--- src/rtl/vga_pkg.sv ---
// Default 640x480@60 raster timing and per-axis timing helpers.
package vga_pkg;

    localparam int unsigned VGA_H_ACTIVE = 640;
    localparam int unsigned VGA_H_FP     = 16;
    localparam int unsigned VGA_H_SYNC   = 96;
    localparam int unsigned VGA_H_BP     = 48;
    localparam int unsigned VGA_V_ACTIVE = 480;
    localparam int unsigned VGA_V_FP     = 10;
    localparam int unsigned VGA_V_SYNC   = 2;
    localparam int unsigned VGA_V_BP     = 33;
    localparam int unsigned VGA_CNT_W    = 10;

    // Timing of one raster axis (horizontal in pixels, vertical in lines)
    typedef struct packed {
        int unsigned active;
        int unsigned fp;
        int unsigned sync;
        int unsigned bp;
    } axis_timing_t;

    function automatic int unsigned axis_total(axis_timing_t t);
        return t.active + t.fp + t.sync + t.bp;
    endfunction

    // First count inside the sync pulse
    function automatic int unsigned axis_sync_beg(axis_timing_t t);
        return t.active + t.fp;
    endfunction

    // First count after the sync pulse
    function automatic int unsigned axis_sync_end(axis_timing_t t);
        return t.active + t.fp + t.sync;
    endfunction

    // All intervals non-zero and the last count fits in cnt_w bits
    function automatic bit axis_ok(axis_timing_t t, int unsigned cnt_w);
        bit nonzero;
        nonzero = (t.active != 0) && (t.fp != 0) && (t.sync != 0) && (t.bp != 0);
        return nonzero && (((axis_total(t) - 1) >> cnt_w) == 0);
    endfunction

endpackage

--- src/rtl/sync_delay_line.sv ---
// Enable-gated shift register with a programmable reset value; DEPTH=0 is a wire.
module sync_delay_line #(
    parameter int unsigned         WIDTH   = 1,
    parameter int unsigned         DEPTH   = 1,
    parameter logic [WIDTH-1:0]    RST_VAL = '0
) (
    input  logic             clk,
    input  logic             reset,
    input  logic             en,
    input  logic [WIDTH-1:0] d,
    output logic [WIDTH-1:0] q
);

    if (DEPTH == 0) begin : g_wire
        logic unused_ctrl;
        assign unused_ctrl = &{1'b0, clk, reset, en};
        assign q = d;
    end else begin : g_pipe
        logic [WIDTH-1:0] stages [DEPTH];

        // Shift one stage per enable tick; reset loads the idle pattern everywhere
        always_ff @(posedge clk) begin
            if (reset) begin
                for (int i = 0; i < int'(DEPTH); i++) begin
                    stages[i] <= RST_VAL;
                end
            end else if (en) begin
                stages[0] <= d;
                for (int i = 1; i < int'(DEPTH); i++) begin
                    stages[i] <= stages[i-1];
                end
            end
        end

        assign q = stages[DEPTH-1];
    end

endmodule

--- src/rtl/vga_timing_gen.sv ---
// Parametrised VGA raster timing generator with pipeline-matched sync/valid copies.
module vga_timing_gen
    import vga_pkg::*;
#(
    parameter int unsigned H_ACTIVE   = VGA_H_ACTIVE,
    parameter int unsigned H_FP       = VGA_H_FP,
    parameter int unsigned H_SYNC     = VGA_H_SYNC,
    parameter int unsigned H_BP       = VGA_H_BP,
    parameter int unsigned V_ACTIVE   = VGA_V_ACTIVE,
    parameter int unsigned V_FP       = VGA_V_FP,
    parameter int unsigned V_SYNC     = VGA_V_SYNC,
    parameter int unsigned V_BP       = VGA_V_BP,
    parameter logic        HSYNC_POL  = 1'b0,
    parameter logic        VSYNC_POL  = 1'b0,
    parameter int unsigned PIPE_DELAY = 0,
    parameter int unsigned CNT_W      = VGA_CNT_W
) (
    input  logic             clk,
    input  logic             reset,
    input  logic             pix_en,
    output logic [CNT_W-1:0] col_count,
    output logic [CNT_W-1:0] row_count,
    output logic             valid,
    output logic             hsync,
    output logic             vsync,
    output logic             line_start,
    output logic             frame_start,
    output logic             hsync_d,
    output logic             vsync_d,
    output logic             valid_d
);

    localparam axis_timing_t H_CFG = '{active: H_ACTIVE, fp: H_FP, sync: H_SYNC, bp: H_BP};
    localparam axis_timing_t V_CFG = '{active: V_ACTIVE, fp: V_FP, sync: V_SYNC, bp: V_BP};

    localparam logic [CNT_W-1:0] H_LAST = CNT_W'(axis_total(H_CFG) - 1);
    localparam logic [CNT_W-1:0] V_LAST = CNT_W'(axis_total(V_CFG) - 1);
    localparam logic [CNT_W-1:0] H_ACT  = CNT_W'(H_ACTIVE);
    localparam logic [CNT_W-1:0] V_ACT  = CNT_W'(V_ACTIVE);
    localparam logic [CNT_W-1:0] HS_BEG = CNT_W'(axis_sync_beg(H_CFG));
    localparam logic [CNT_W-1:0] HS_END = CNT_W'(axis_sync_end(H_CFG));
    localparam logic [CNT_W-1:0] VS_BEG = CNT_W'(axis_sync_beg(V_CFG));
    localparam logic [CNT_W-1:0] VS_END = CNT_W'(axis_sync_end(V_CFG));

    // {hsync, vsync, valid} in their inactive state
    localparam logic [2:0] SYNC_IDLE = {~HSYNC_POL, ~VSYNC_POL, 1'b0};

    if (!axis_ok(H_CFG, CNT_W) || !axis_ok(V_CFG, CNT_W)) begin : g_cfg_check
        $error("vga_timing_gen: zero timing interval or CNT_W too small for the raster");
    end

    logic [CNT_W-1:0] col_nxt;
    logic [CNT_W-1:0] row_nxt;
    logic             valid_nxt;
    logic             hsync_nxt;
    logic             vsync_nxt;
    logic             line_nxt;
    logic             frame_nxt;

    // Next raster position and its decode, so flags register alongside the counters
    always_comb begin
        col_nxt = col_count + CNT_W'(1);
        row_nxt = row_count;
        if (col_count == H_LAST) begin
            col_nxt = '0;
            row_nxt = (row_count == V_LAST) ? '0 : row_count + CNT_W'(1);
        end
        valid_nxt = (col_nxt < H_ACT) && (row_nxt < V_ACT);
        hsync_nxt = ((col_nxt >= HS_BEG) && (col_nxt < HS_END)) ? HSYNC_POL : ~HSYNC_POL;
        vsync_nxt = ((row_nxt >= VS_BEG) && (row_nxt < VS_END)) ? VSYNC_POL : ~VSYNC_POL;
        line_nxt  = (col_nxt == '0);
        frame_nxt = (col_nxt == '0) && (row_nxt == '0);
    end

    // Counter and decoded flags; reset parks on the last position so the first tick lands on 0,0
    always_ff @(posedge clk) begin
        if (reset) begin
            col_count   <= H_LAST;
            row_count   <= V_LAST;
            valid       <= 1'b0;
            hsync       <= ~HSYNC_POL;
            vsync       <= ~VSYNC_POL;
            line_start  <= 1'b0;
            frame_start <= 1'b0;
        end else if (pix_en) begin
            col_count   <= col_nxt;
            row_count   <= row_nxt;
            valid       <= valid_nxt;
            hsync       <= hsync_nxt;
            vsync       <= vsync_nxt;
            line_start  <= line_nxt;
            frame_start <= frame_nxt;
        end
    end

    logic [2:0] sync_vec;
    logic [2:0] sync_vec_d;

    assign sync_vec = {hsync, vsync, valid};

    sync_delay_line #(
        .WIDTH   (3),
        .DEPTH   (PIPE_DELAY),
        .RST_VAL (SYNC_IDLE)
    ) u_sync_delay (
        .clk   (clk),
        .reset (reset),
        .en    (pix_en),
        .d     (sync_vec),
        .q     (sync_vec_d)
    );

    assign {hsync_d, vsync_d, valid_d} = sync_vec_d;

endmodule
--- config.mk ---
export PLATFORM = sky130hd
export DESIGN_NAME = vga_timing_gen
export DESIGN_NICKNAME = d
export VERILOG_FILES = /design/src/rtl/vga_pkg.sv /design/src/rtl/sync_delay_line.sv /design/src/rtl/vga_timing_gen.sv
export SDC_FILE = /design/constraint.sdc
export NUM_CORES = 1
export LEC_CHECK = 0
export CAP_MARGIN = 20
export CORE_ASPECT_RATIO = 1.75
export CORE_MARGIN = 2
export CORE_UTILIZATION = 48
export DETAILED_ROUTE_END_ITERATION = 8
export PLACE_DENSITY = 0.86
export SLEW_MARGIN = 10
export SYNTH_ARGS = -nofsm -noshare
export SYNTH_HDL_FRONTEND = slang
export SYNTH_HIERARCHICAL = 1
export SYNTH_SLANG_ARGS = --single-unit
--- constraint.sdc ---
create_clock -name clk -period 1.96 [get_ports clk]
set_input_delay 0.294 -clock clk [delete_from_list [all_inputs] [get_ports clk]]
set_output_delay 0.294 -clock clk [all_outputs]
set_load 0.02 [all_outputs]
==> metrics, run 1 <==
CTS Buf Count 3; Via Count 2067; asr flop ratio synth 0%; Clk pin slew, worst setup/hold paths 0.09 ns; final setup vio count 2; 1st-pass router iterations 4; crit path DAT 2.21 ns; drt drc 0; reg-to-reg slack, setup -0.04 ns; placed cell count 334; hold crit path type reg2reg; largest area contributor in the netlist dfxtp_1; Max-slew headroom 68.2%; die width 50.5 um; first-pass GRT wire length 9.52 mm; Startpoint Class flop; layout cells sized above 1 26.8%; antenna violations before repair 0; Worst path slowest cell or3b_4; Worst-Margin Slew 0.476 ns; layout filler cell count 304; synth top area cells dfxtp_1, nand2_1, nor2_1, o21ai_0, nand3_1; Post-synth top cells dfxtp_1, nand2_1, nor2_1; leakage power 0.969 nW; Final Max Tran Viols 0; Iter 0 DRT Violations 108; Layout Skew 0.00267 ns; Finished Layout Cells 341; Max Clk Rate 0.499 GHz; n_diodes 0; R2R cell count 7; max incr delay on CP 0.40 ns; worst r2r src col_count[1]; yosys warns 6; I/O Pins 31; global route overflow 0; Crit Path Max Fanout 5; Root Buffer clkbuf_8; Synth top area share 27.6%; Initial Utilization 50.0%; largest net degree at the start of global routing 21; final core occ 69.8%; Max clock buf depth 2; post-route ant nets 0; nets@finish 302; final WL 5.97 mm; synthesized net count 242; dominant synthesized flop cell dfxtp_1; Core Box Area 3630 sq um; setup ws final -0.0436 ns; RD Place Congestion 0.932; # port buffers 30; flops & latches, synth 25; number of H-tree levels 1; register area share after synthesis 27.6%; number of global-route vias before repair 2013; failing checks setup timing; critical path class reg2reg; part of the cycle the worst path needs 102%; status finished, violations left; dpl hpwl 4.41 mm; Tot GR Track Use 28.8%; Rows 29; die height 85.4 um; area of the multi-input gates 1220 sq um; Syn Inst Count 236; EDFF count, synth 0; RSZ-0062 raised after global routing true; CTS tree built; WHS Path Cells 2; cts hold-fix bufs 0; Crit Reg-Reg Endpoint valid; max cap viols 0; Synth Area per Inst 7.69 sq um; TritonCTS Sinks 25; sequential standard cell area 523 sq um; critical path data required time 2.17 ns; Clk Latency, worst-skew pair 0.27 ns; Via density 6.06; post-placement setup slack -0.0708 ns; crit-path cells ha_4 -> and4_4 -> and3_4 -> and4b_1 -> or3b_4 -> a311o_1 -> o21ai_1; PwrDens 669 nW/um^2; Die Area 4310 sq um; Hold Startpoint line_start; critical path endpoint category flop; Hold EP line_start; count leader, synth dfxtp_1; worst hold slack 0.487 ns; maximum VDD drop 428 uV; DR WL/cell 17.5 um; synthesized cell area 1820 sq um; Final Hold Viols 0; crit path time final 2.00 ns; Synth cell types 55; Area growth syn-to-layout 39.4%
## how the worst max path moves through the flow
stage | startpoint | end | slack (ns) | depth (start not counted)
2_1_floorplan | col_count[0] | frame_start | -0.06 | 8
3_3_place_gp | col_count[1] | valid | -0.05 | 8
3_5_place_dp | col_count[1] | valid | -0.07 | 8
4_1_cts | col_count[1] | valid | -0.008 | 7
5_1_grt | col_count[7] | valid | -0.10 | 6
6_report | col_count[1] | valid | -0.04 | 7
## critical path: cells and delay by family (launching register included)
kind,cells,cell delay [ns]
DFF,1,0.37
adders and majority gates,1,0.16
AOI/OAI and AO/OA,2,0.43
and+or+nand+nor,4,1.00
## area by class of cell
cell class                      instances  share of cell area, %
Multi-Input combinational cell        182                   48.3
Sequential cell                        25                   20.7
Clock buffer                            4                   1.78
Tap cell                               46                   2.27
Timing Repair Buffer                   78                   26.1
Inverter                                6                  0.890
## stage by stage
step / area (sq um) / setup TNS (ns) / power [mW]
5_1_grt: 2530 / -0.321 / 1.77
3_5_place_dp: 2420 / -0.0708 / 1.32
6_report: 2530 / -0.0735 / 1.69
4_1_cts: 2470 / -0.0157 / 1.65
3_3_place_gp: 2420 / -0.0496 / 1.32
2_1_floorplan: 1860 / -0.105 / 1.05
## layout by cell type, fill, tap and decap left out, types with 2 or more instances in the layout
cell | netlist | layout
a211o_1 | 2 | 2
a211oi_1 | 4 | 3
a21boi_0 | 2 | 2
a21o_1 | 3 | 3
a21oi_1 | 10 | 9
a311o_1 | 2 | 2
a31oi_1 | 3 | 3
and2_1 | 2 | 2
and3_1 | 4 | 4
and4_1 | 4 | 4
buf_4 | 3 | 48
clkbuf_8 | 0 | 3
clkdlybuf4s50_1 | 0 | 30
dfxtp_1 | 25 | 13
dfxtp_2 | 0 | 9
dfxtp_4 | 0 | 3
inv_1 | 6 | 5
mux2i_1 | 4 | 4
nand2_1 | 23 | 23
nand3_1 | 13 | 13
nand3b_1 | 4 | 4
nand4_1 | 4 | 4
nor2_1 | 21 | 21
nor2b_1 | 2 | 2
nor3_1 | 13 | 12
o211ai_1 | 4 | 4
o21a_1 | 2 | 2
o21ai_0 | 14 | 12
o21ai_1 | 1 | 3
o311ai_0 | 2 | 2
or3_1 | 2 | 2
xnor2_1 | 6 | 6
xor2_1 | 4 | 4
## state kept, by name (all words and copies together), names as in the netlist
| register | count |
|---|---|
| vsync | 1 |
| col_count | 10 |
| row_count | 10 |
| valid | 1 |
| line_start | 1 |
| frame_start | 1 |
| hsync | 1 |
## repair_timing
action | in CTS | in global routing
gates resized for setup | 3 | 14
pin swaps | 0 | 2
cloned | 0 | 0
endpoints found under the setup margin | 3 | 6
setup buffers | 0 | 3
## where the power goes
part	leakage, nW	internal [mW]	switching, mW	total [mW]
logic	0.742	0.363	0.410	0.772
registers	0.204	0.546	0.0539	0.600
clock network	0.0228	0.146	0.176	0.322
total	0.969	1.05	0.640	1.69
## per-layer routing
layer | vias up | share of wire [%] | global-route usage [%]
met5 | - | 0 | 0
li1 | 983 | - | -
met3 | 31 | 4.5 | 2.82
met1 | 948 | 37 | 30.2
met4 | 0 | 6.0 | 22.9
met2 | 105 | 53 | 50.6
## cells by family after synthesis
| family | count (synthesis) | share of synthesized area [%] |
|---|---|---|
| xor gates and xnor gates | 10 | 4.82 |
| AOI/OAI and AO/OA | 59 | 22.0 |
| adders and majority gates | 3 | 2.07 |
| and+or+nand+nor | 105 | 32.4 |
| muxes | 5 | 2.83 |
| DFF | 25 | 27.6 |
| buffers and inverters | 29 | 8.34 |
No activity file was read; power rests on OpenSTA's default activity.
==> run 2, diff against run 1 <==
- CTS_CLUSTER_SIZE: not set -> 40
==> results of run 2 <==
Final layout, timing and power as in run 1 (identical DEF).
==> run 3, diff against run 2 <==
--- a/config.mk
+++ b/config.mk
@@ -8,5 +8,7 @@
 export CAP_MARGIN = 20
+export CELL_PAD_IN_SITES_DETAIL_PLACEMENT = 1
+export CELL_PAD_IN_SITES_GLOBAL_PLACEMENT = 1
 export CORE_ASPECT_RATIO = 1.75
 export CORE_MARGIN = 2
-export CORE_UTILIZATION = 48
+export CORE_UTILIZATION = 35
 export CTS_CLUSTER_SIZE = 40
@@ -17,3 +19,2 @@
 export SYNTH_HDL_FRONTEND = slang
-export SYNTH_HIERARCHICAL = 1
 export SYNTH_SLANG_ARGS = --single-unit
==> constraint.sdc (replaced) <==
create_clock -name clk -period 1.96 [get_ports clk]
set_input_delay 0.392 -clock clk [delete_from_list [all_inputs] [get_ports clk]]
set_output_delay 0.392 -clock clk [all_outputs]
set_load 0.02 [all_outputs]
==> metrics, run 3 <==
status finished, violations left; failing checks setup timing; 1st-pass router iterations 4; RSZ-0062 raised after global routing true; final core occ 54.2%; placed cell count 346; Synth Area per Inst 7.69 sq um; crit path time final 2.08 ns; CTS Buf Count 3; Stages on worst setup path 9; Synth top area share 27.6%; Rows 34; Root Buffer clkbuf_8; Iter 0 DRT Violations 68; crit-path cells nor4b_4 -> and3_4 -> buf_6 -> buf_4 -> a211oi_1 -> o21ai_1 -> nor3_2 -> buf_4 -> a22o_1; WHS Path Cells 2; PwrDens 685 nW/um^2; dpl hpwl 5.16 mm; Via Count 2230; final WL 7.74 mm; Layout Skew 0.00232 ns; largest net degree at the start of global routing 21; Final Hold Viols 0; final setup vio count 5; R2R cell count 9; Hold EP line_start; Synth cell types 55; largest registers col_count (10), row_count (10); count leader, synth dfxtp_1; CTS tree built; Sequential Power Share 32.9%; synth top area cells dfxtp_1, nand2_1, nor2_1, o21ai_0, nand3_1; Crit Reg-Reg Endpoint frame_start; Post-synth top cells dfxtp_1, nand2_1, nor2_1; Initial Utilization 36.5%; dominant synthesized flop cell dfxtp_1; synthesized cell area 1820 sq um; first-pass GRT wire length 11.3 mm; number of H-tree levels 1; part of the cycle the worst path needs 106%; flops & latches, synth 25; most frequent cells in the layout buf_4, clkdlybuf4s50_1, nand2_1; drt drc 0; cell with the most instances on the worst path buf_4; RD Place Congestion 0.929; max incr delay on CP 0.41 ns; Via density 6.23; crit path DAT 2.26 ns; Max Clk Rate 0.481 GHz; Hold Startpoint line_start; cell family with most CP delay simple AND/OR/NAND/NOR gates; n_diodes 0; Post-Place Cell Area 2460 sq um; Max clock buf depth 2; Startpoint Class flop; Die Area 5800 sq um; Final Max Tran Viols 0; Int Pwr 1.12 mW; Area growth syn-to-layout 48.7%; Buf/Inv on CP 3; reg-to-reg slack, setup -0.12 ns; Clk pin slew, worst setup/hold paths 0.09 ns; antenna violations before repair 0; asr flop ratio synth 0%; most common cell after layout, fill and taps aside buf_4; largest area contributor in the netlist dfxtp_1; critical path class reg2reg; setup ws final -0.118 ns; leakage power 1.04 nW; register area share after synthesis 27.6%; Post-Layout Inst Area 2700 sq um; number of global-route vias before repair 2290; Core Box Area 4980 sq um; sequential standard cell area 528 sq um; switching pwr 729 uW; layout filler cell count 588; hold crit path type reg2reg; Worst path slowest cell nor4b_4; post-route ant nets 0; clock power share 17.8%; critical path endpoint category flop; nets@finish 311; layout cells sized above 1 32.6%; maximum VDD drop 457 uV; I/O Pins 31; Worst-Margin Slew 0.444 ns; worst hold slack 0.495 ns; Tot GR Track Use 25.6%; Max-slew headroom 70.4%; combinational share of power 49.3%; die width 58.4 um; Crit Path Max Fanout 6; switching part of the total power 39.4%; # port buffers 30; DR WL/cell 21.6 um; Finished Layout Cells 358; Clk Latency, worst-skew pair 0.28 ns; yosys warns 0; global route overflow 0; area of the multi-input gates 1290 sq um; worst r2r src col_count[5]; synthesized net count 242; critical path data required time 2.14 ns; TritonCTS Sinks 25; Final TNS setup -0.274 ns; max cap viols 0; EDFF count, synth 0; die height 99.3 um; Syn Inst Count 236
run 3: cell counts after synthesis:
Identical to the previous run, type by type.
run 3: what timing repair did:
item	4_1_cts	5_1_grt
setup endpoints to repair	5	8
pin swaps	7	10
resized for setup	13	27
buffers inserted	6	2
hold buffers	0	0
run 3: worst max path at each step:
stage	startpoint	to
floorplan	col_count[0]	frame_start
global placement	col_count[1]	frame_start
detailed placement	col_count[5]	frame_start
CTS	col_count[0]	valid
global route	col_count[5]	frame_start
finish	col_count[5]	frame_start
run 3: worst reg2reg max path, cell delays in order (launching register included):
cell and delay (ns):
dfxtp_4 0.38, nor4b_4 0.41, and3_4 0.26, buf_6 0.12, buf_4 0.14, a211oi_1 0.07, o21ai_1 0.21, nor3_2 0.07
buf_4 0.15, a22o_1 0.17
run 3: layer usage:
layer / GRT usage, % / vias to the layer above / wire length [um]
li1: - / 992 / -
met1: 26.1 / 1127 / 2830
met2: 46.2 / 82 / 4260
met3: 2.60 / 29 / 273
met4: 18.1 / 0 / 377
met5: 0 / - / 0
run 3: logic make-up after synthesis:
logic type	share of synthesized area, %
mux	2.83
xor+xnor	4.82
fa+ha+maj	2.07
compound gates	22.0
buf+inv	8.34
flops	27.6
simple gates	32.4
run 3: area by class of cell:
| class | count | area share [%] |
|---|---|---|
| Sequential cell | 25 | 19.6 |
| Multi-Input combinational cell | 182 | 47.9 |
| Clock buffer | 4 | 1.67 |
| Tap cell | 54 | 2.50 |
| Inverter | 6 | 0.927 |
| Timing Repair Buffer | 87 | 27.4 |
run 3: power by group through the flow:
stage	Sequential, mW	Clock [mW]	Combinational [mW]
floorplan	0.637	0	0.409
global placement	0.612	0	0.730
detailed placement	0.614	0	0.755
CTS	0.603	0.334	0.797
global route	0.612	0.348	0.962
finish	0.607	0.329	0.911
run 3: per-stage QoR:
step / worst slack (ns) / total power [mW]
6_report: -0.118 / 1.85
5_1_grt: -0.196 / 1.92
4_1_cts: -0.0633 / 1.74
3_5_place_dp: -0.0823 / 1.37
3_3_place_gp: 0.00831 / 1.34
2_1_floorplan: -0.0630 / 1.05
